## config.mk

```make
export PLATFORM = sky130hd
export DESIGN_NAME = jk_cmd_seq
export DESIGN_NICKNAME = d
export VERILOG_FILES = /design/src/rtl/jk_cmd_seq.sv
export SDC_FILE = /design/constraint.sdc
export NUM_CORES = 1
export LEC_CHECK = 0
export CAP_MARGIN = 20
export CORE_MARGIN = 1
export CORE_UTILIZATION = 25
export CTS_CLUSTER_SIZE = 24
export DETAILED_ROUTE_END_ITERATION = 10
export GPL_TIMING_DRIVEN = 0
export HOLD_SLACK_MARGIN = 0.05
export PLACE_DENSITY_LB_ADDON = 0.08
export SYNTH_ARGS = -nofsm -noshare
export SYNTH_HDL_FRONTEND = slang
export SYNTH_SLANG_ARGS = --single-unit
```

## constraint.sdc

```tcl
create_clock -name clk -period 5 [get_ports clk]
set_input_delay 1.5 -clock clk [delete_from_list [all_inputs] [get_ports clk]]
set_output_delay 1.5 -clock clk [all_outputs]
set_load 0.01 [all_outputs]
```

## src/rtl/jk_cmd_seq.sv

```systemverilog
// jk_cmd_seq: command sequencer for a bank of WIDTH JK flip-flops.
//   Buffers {J,K,rep} commands in a DEPTH-entry FIFO, drives each command's
//   J/K for rep+1 cycles (back-to-back when more are queued, otherwise J=K=0),
//   and keeps a shadow model q_exp of the flop bank's Q.
// Ports:
//   clk, rst                 clock, asynchronous active-high reset
//   in_valid/in_ready        command handshake (push = in_valid & in_ready)
//   in_j, in_k, in_rep       command payload
//   J, K                     registered drive to the flop bank
//   busy                     1 while a command is being driven
//   q_exp                    expected Q of the flop bank
//   count                    FIFO occupancy, 0..DEPTH
module jk_cmd_seq #(
   parameter int unsigned WIDTH = 4,
   parameter int unsigned DEPTH = 4,
   parameter int unsigned CNT_W = 4
) (
   input  logic                     clk,
   input  logic                     rst,
   input  logic                     in_valid,
   output logic                     in_ready,
   input  logic [WIDTH-1:0]         in_j,
   input  logic [WIDTH-1:0]         in_k,
   input  logic [CNT_W-1:0]         in_rep,
   output logic [WIDTH-1:0]         J,
   output logic [WIDTH-1:0]         K,
   output logic                     busy,
   output logic [WIDTH-1:0]         q_exp,
   output logic [$clog2(DEPTH):0]   count
);

   localparam int unsigned PTR_W  = $clog2(DEPTH);
   localparam int unsigned OCC_W  = PTR_W + 1;
   localparam int unsigned ENT_W  = 2 * WIDTH + CNT_W;

   typedef enum logic {IDLE, DRIVE} state_t;

   state_t              state_q;
   logic [WIDTH-1:0]    j_q, k_q, q_exp_q;
   logic [CNT_W-1:0]    rem_q;
   logic                busy_q;
   logic [PTR_W-1:0]    wr_ptr_q, rd_ptr_q;
   logic [OCC_W-1:0]    count_q, count_d;
   logic [ENT_W-1:0]    mem_q [DEPTH];

   logic                full, empty, push, pop;
   logic [WIDTH-1:0]    head_j, head_k, q_exp_d;
   logic [CNT_W-1:0]    head_rep;

   // Handshake, pop decision and shadow-model next value
   always_comb begin
      full     = (count_q == OCC_W'(DEPTH));
      empty    = (count_q == '0);
      in_ready = ~full & ~rst;
      push     = in_valid & in_ready;
      // A new command is taken from IDLE, or when the current one has run out
      pop      = ~empty & ((state_q == IDLE) | (rem_q == '0));
      {head_j, head_k, head_rep} = mem_q[rd_ptr_q];
      count_d  = count_q + OCC_W'(push) - OCC_W'(pop);
      // Per bit: 00 hold, 01 clear, 10 set, 11 toggle
      q_exp_d  = (j_q & ~q_exp_q) | (~k_q & q_exp_q);
   end

   // FIFO storage (no reset needed: only entries behind the write pointer are read)
   always_ff @(posedge clk) begin
      if (push) mem_q[wr_ptr_q] <= {in_j, in_k, in_rep};
   end

   // FIFO pointers, occupancy, shadow model and drive FSM
   always_ff @(posedge clk or posedge rst) begin
      if (rst) begin
         state_q  <= IDLE;
         j_q      <= '0;
         k_q      <= '0;
         rem_q    <= '0;
         busy_q   <= 1'b0;
         q_exp_q  <= '0;
         wr_ptr_q <= '0;
         rd_ptr_q <= '0;
         count_q  <= '0;
      end else begin
         if (push) wr_ptr_q <= wr_ptr_q + PTR_W'(1);
         if (pop)  rd_ptr_q <= rd_ptr_q + PTR_W'(1);
         count_q <= count_d;
         q_exp_q <= q_exp_d;

         case (state_q)
            IDLE: begin
               if (pop) begin
                  j_q     <= head_j;
                  k_q     <= head_k;
                  rem_q   <= head_rep;
                  busy_q  <= 1'b1;
                  state_q <= DRIVE;
               end
            end
            DRIVE: begin
               if (rem_q != '0) begin
                  rem_q <= rem_q - CNT_W'(1);
               end else if (pop) begin
                  j_q   <= head_j;
                  k_q   <= head_k;
                  rem_q <= head_rep;
               end else begin
                  j_q     <= '0;
                  k_q     <= '0;
                  busy_q  <= 1'b0;
                  state_q <= IDLE;
               end
            end
            default: state_q <= IDLE;
         endcase
      end
   end

   assign J     = j_q;
   assign K     = k_q;
   assign busy  = busy_q;
   assign q_exp = q_exp_q;
   assign count = count_q;

endmodule
```

# == Yosys cells after proc, flatten, opt, wreduce, memory -nomap -nowiden ==
# Memory sizes are Yosys's and may differ from the RTL's.
# Index checks and enable logic that the tools add are counted.
# W data, S select, Z words.
# classes
add_sub_neg,5
n_mul,0
n_div,0
n_lt_le_gt_ge,0
n_eq_ne,4
n_shift,0
muxes,20
bitwise,13
n_reduce_logical,5
# ops
cell,n
$mux W4,8
$pmux W4 S2,3
$and A4 B4 Y4,2
$not A4 Y4,2
$mux W1,7
$ne A2 B2 Y1 const B,3
$add A2 B1 Y2 const B,2
$logic_not A4 Y1,1
$not A1 Y1,4
$or A4 B4 Y4,1
$pmux W1 S2,2
$reduce_bool A4 Y1,1
$sub A4 B1 Y4 const B,1
$add A3 B1 Y3,1
$and A1 B1 Y1,3
$eq A3 B3 Y1 const B,1
$logic_not A3 Y1,1
$reduce_and A3 Y1,1
$sub A3 B1 Y3,1
$reduce_and A2 Y1,1
$or A1 B1 Y1,1
# word_totals
reg_bits,25
latch_bits,0
mem_bits_rw,48
mem_bits_ro,0
in_bits,15
output_inout_bits,17
wordCells,57
memories,1
# memory_table
memory,depth,word_bits,read_ports,rd_ports_with_merged_regs,write_ports,line_no,source
mem_q,4,12,1,0,1,44,logic [ENT_W-1:0] mem_q [DEPTH];

# == Depth between registers and ports, before layout ==
# depth
depth_word,6
mapped_depth,12
mapped_depth_nobuf,11

# == Least setup slack after synthesis ==
# OpenSTA, ideal clock, no wires.
# synth_path
path_kind,input-to-reg
from,input rst
to,"register count_q[2], in the netlist count[2]"
setup_ns,0.128
t_arrival_ns,3.224
required_time_ns,4.872
slack_ns,1.648
stages,10
n_path_buf,0
path_cell_list,a21oi_1 > and2_1 > inv_1 > ha_1 > inv_1 > ha_1 > inv_1 > fa_1 > xnor2_1 > xnor2_1
# synth_via
elab_chain_len,5
# synth_lines
item,line_no,source
from (decl),19,"input logic rst,"
$not A1 Y1,54,in_ready = ~full & ~rst;
$and A1 B1 Y1,54,
$and A1 B1 Y1,55,push = in_valid & in_ready;
$add A3 B1 Y3,59,count_d = count_q + OCC_W'(push) - OCC_W'(pop);
$sub A3 B1 Y3,59,
named net count_d[2],43,"logic [OCC_W-1:0] count_q, count_d;"
to (signal assigned),84,count_q <= count_d;
to (decl),43,
# The timed path passes the listed nets, and every way through them passes these cells.
# A chain may end at the register's enable or synchronous reset.

# == Final worst setup path ==
# layout_path
from,input rst
to,output in_ready
# layout_via
elab_chain_len,2
# layout_lines
item,line_no,source
$not A1 Y1,54,
$and A1 B1 Y1,54,
to (decl),21,"output logic in_ready,"
# Every way passes these cells.

==> results.cfg <==
[synth]
synth_area_leader_cell = edfxtp_1
synth-edff-count = 48
synth.distinct_cells = 39
ys_seq_area_share_pct = 69.5
yosysWarnings = 0
synthTopCellsByArea = edfxtp_1, dfrtp_1, mux4_2, ha_1, a22o_1
ys_async_sr_fraction_pct = 34.2
avgSynthCellArea_sq_um = 17.6
synth_nets = 192
yosys_most_used_dff = edfxtp_1
synth.cell_area_sq_um = 2980
synthesis.instances = 169
synth_top_area_share_pct = 48.4
ys_seq_elements = 73

[final_layout]
nets = 235
antenna_cells = 0
drive_above_1_share_pct = 19.4
seqCellArea_sq_um = 2070
fillers = 1104
multi_input_area_sq_um = 810
area_growth_pct = 28.9

[detailed_routing]
vias = 1582
via_per_inst = 4.39
first_pass_iters = 7
wl_met3_um = 155
postRouteAntennaNets = 0
routed_wl_um = 6140
wl_per_cell_um = 17.1
drc = 4
met1Wirelength_um = 2690
routed-wl-met2_um = 3120
dr.first_iter.drc_count = 55
highest_layer = met4

[clock_network]
h-tree-depth = 3
cts_buffer_depth = 2
cts_tree = built
cts_root_buffer = clkbuf_16
path_clk_slew_ns = 0.06
worstSkewPairLatency_ns = 0.33
postCtsHoldBufs = 0
post_cts_resized = 0
postCtsSetupBuffers = 0
cts_buffers = 9
cts_sinks = 73

[floorplanning]
core_area_sq_um = 11500
fp.dieH_um = 111
dieWidth_um = 111
num_rows = 39
num_io_pins = 32
initial_core_util_pct = 25.8
die_area_sq_um = 12300

[run]
maxCapViolCount = 0

[sta]
hold_viol = 0
finClkSkew_ns = 0.00434
worst_slew_pin_slew_ns = 0.810
setup_violations = 0
rsz0062_at_grt = false
slew_viol_final = 0
fmax_ghz = 0.230
slew_headroom_pct = 46.0
fin_setup_tns_ns = 0
fin_ws_ns = 0.659
post-route-min-period_ns = 4.34
min_period_over_period_pct = 86.8

[global_route]
grt_start_max_net_pins = 18
gr-usage-all-layers_pct = 11.0
grt_pass1_vias = 1713
grt_pass1_wl_um = 9810
grt_overflow = 0
antenna_found_initial = 0

[placed_design]
dp_hpwl_um = 4050
dp_slack_ns = 0.634
port_buffers = 31
place_congestion = 0.744

[setup_path]
rr_startpoint = rem_q[0]$_DFF_PP0_
worstRegToRegCells = 12
cp_data_arrival_time_ns = 2.84
start_kind = input pin
worst_r2r_endpoint = count[2]$_DFF_PP0_
end_kind = primary output
cp_data_required_time_ns = 3.50
path_max_fanout = 6
ff2ff_setup_slack_ns = 2.22
path_class = input pin to primary output

[pwr]
p_total_w = 0.00234
powerDensity_nw_per_um2 = 611
p_leak_nw = 1.43
vdd_drop_max_mv = 0.161

[outcome]
violations = DRC
outcome = complete, but fails checks

[hold_path]
hp-start = q_exp[2]$_DFF_PP0_
min_delay_path_depth = 1
holdPathEnd = q_exp[2]$_DFF_PP0_
hold_path_class = flop to flop
## report_power, final
part / internal [W] / switching, W
combinational: 0.000389 / 0.000326
clock: 0.000487 / 0.000245
sequential: 0.000793 / 0.000103
## routing by layer
layer	vias to the layer above	global-route usage [%]
met4	0	6.76
met3	14	2.19
met1	807	13.0
li1	734	-
met5	-	0
met2	27	18.6
## Yosys cell counts (2+ instances only)
master,instances
a21oi_1,2
a22o_1,8
a22oi_1,2
and3_1,4
buf_1,2
buf_6,3
dfrtp_1,25
edfxtp_1,48
ha_1,7
inv_1,14
mux2i_1,5
mux4_2,12
nand2_1,3
nor2_1,5
o21ai_0,2
xnor2_1,4
## logic make-up (layout without fill, tap and decap cells)
family / Yosys count / in the layout / share of synthesized area, %
compound gates: 24 / 24 / 6.64
xor+xnor: 5 / 5 / 1.72
fa+ha+maj: 8 / 8 / 3.62
buf+inv: 20 / 68 / 3.32
flops: 73 / 73 / 69.5
mux: 18 / 18 / 11.1
simple gates: 21 / 21 / 4.08
## through the flow
stage	utilization [%]	hold slack [ns]	cells	area, sq um
floorplan	-	0.500	169	2980
global placement	30.1	0.458	343	3460
detailed placement	30.3	0.465	344	3490
CTS	33.3	0.473	360	3830
global route	33.3	0.499	360	3830
finish	33.3	0.468	360	3830
## cell usage in the layout (no fill, tap or decap), types with 2 or more instances in the layout
cell | synthesis | final
xnor2_1 | 4 | 4
buf_1 | 2 | 2
and3_1 | 4 | 4
clkbuf_16 | 0 | 9
mux4_2 | 12 | 12
edfxtp_1 | 48 | 48
mux2i_1 | 5 | 5
ha_1 | 7 | 7
a21oi_1 | 2 | 2
o21ai_0 | 2 | 2
bufinv_16 | 0 | 3
clkdlybuf4s50_1 | 0 | 31
a22o_1 | 8 | 8
nand2_1 | 3 | 3
buf_6 | 3 | 3
nor2_1 | 5 | 5
inv_1 | 14 | 14
dfrtp_1 | 25 | 25
a22oi_1 | 2 | 2
clkinvlp_4 | 0 | 2
## layout make-up
class | count | share of cell area (%)
clock inverters | 7 | 3.07
inverters | 14 | 1.37
well taps | 143 | 4.67
repair buffers | 32 | 8.81
multi-input cells | 76 | 21.1
plain buffers | 6 | 1.21
clock buffers | 9 | 5.87
flip-flops and latches | 73 | 53.9
## state kept, by name, summed over array words and instances, names as in the netlist
register / count
J: 4
K: 4
busy: 1
count: 3
mem_q: 48
q_exp: 4
rd_ptr_q: 2
rem_q: 4
state_q: 1
wr_ptr_q: 2
## worst max path at each step
stage	endpoint	slack [ns]	start
final	in_ready	0.66	rst
after global routing	in_ready	0.56	rst
after CTS	in_ready	0.63	rst
after detailed placement	in_ready	0.63	rst
after global placement	in_ready	0.65	rst
after floorplan	count[2]$_DFF_PP0_	1.65	rst
## critical path: stages
cell and delay [ns]:
clkdlybuf4s50_1 0.42, a21oi_1 0.31, clkdlybuf4s50_1 0.61
Power figures use the tool's default switching activity.
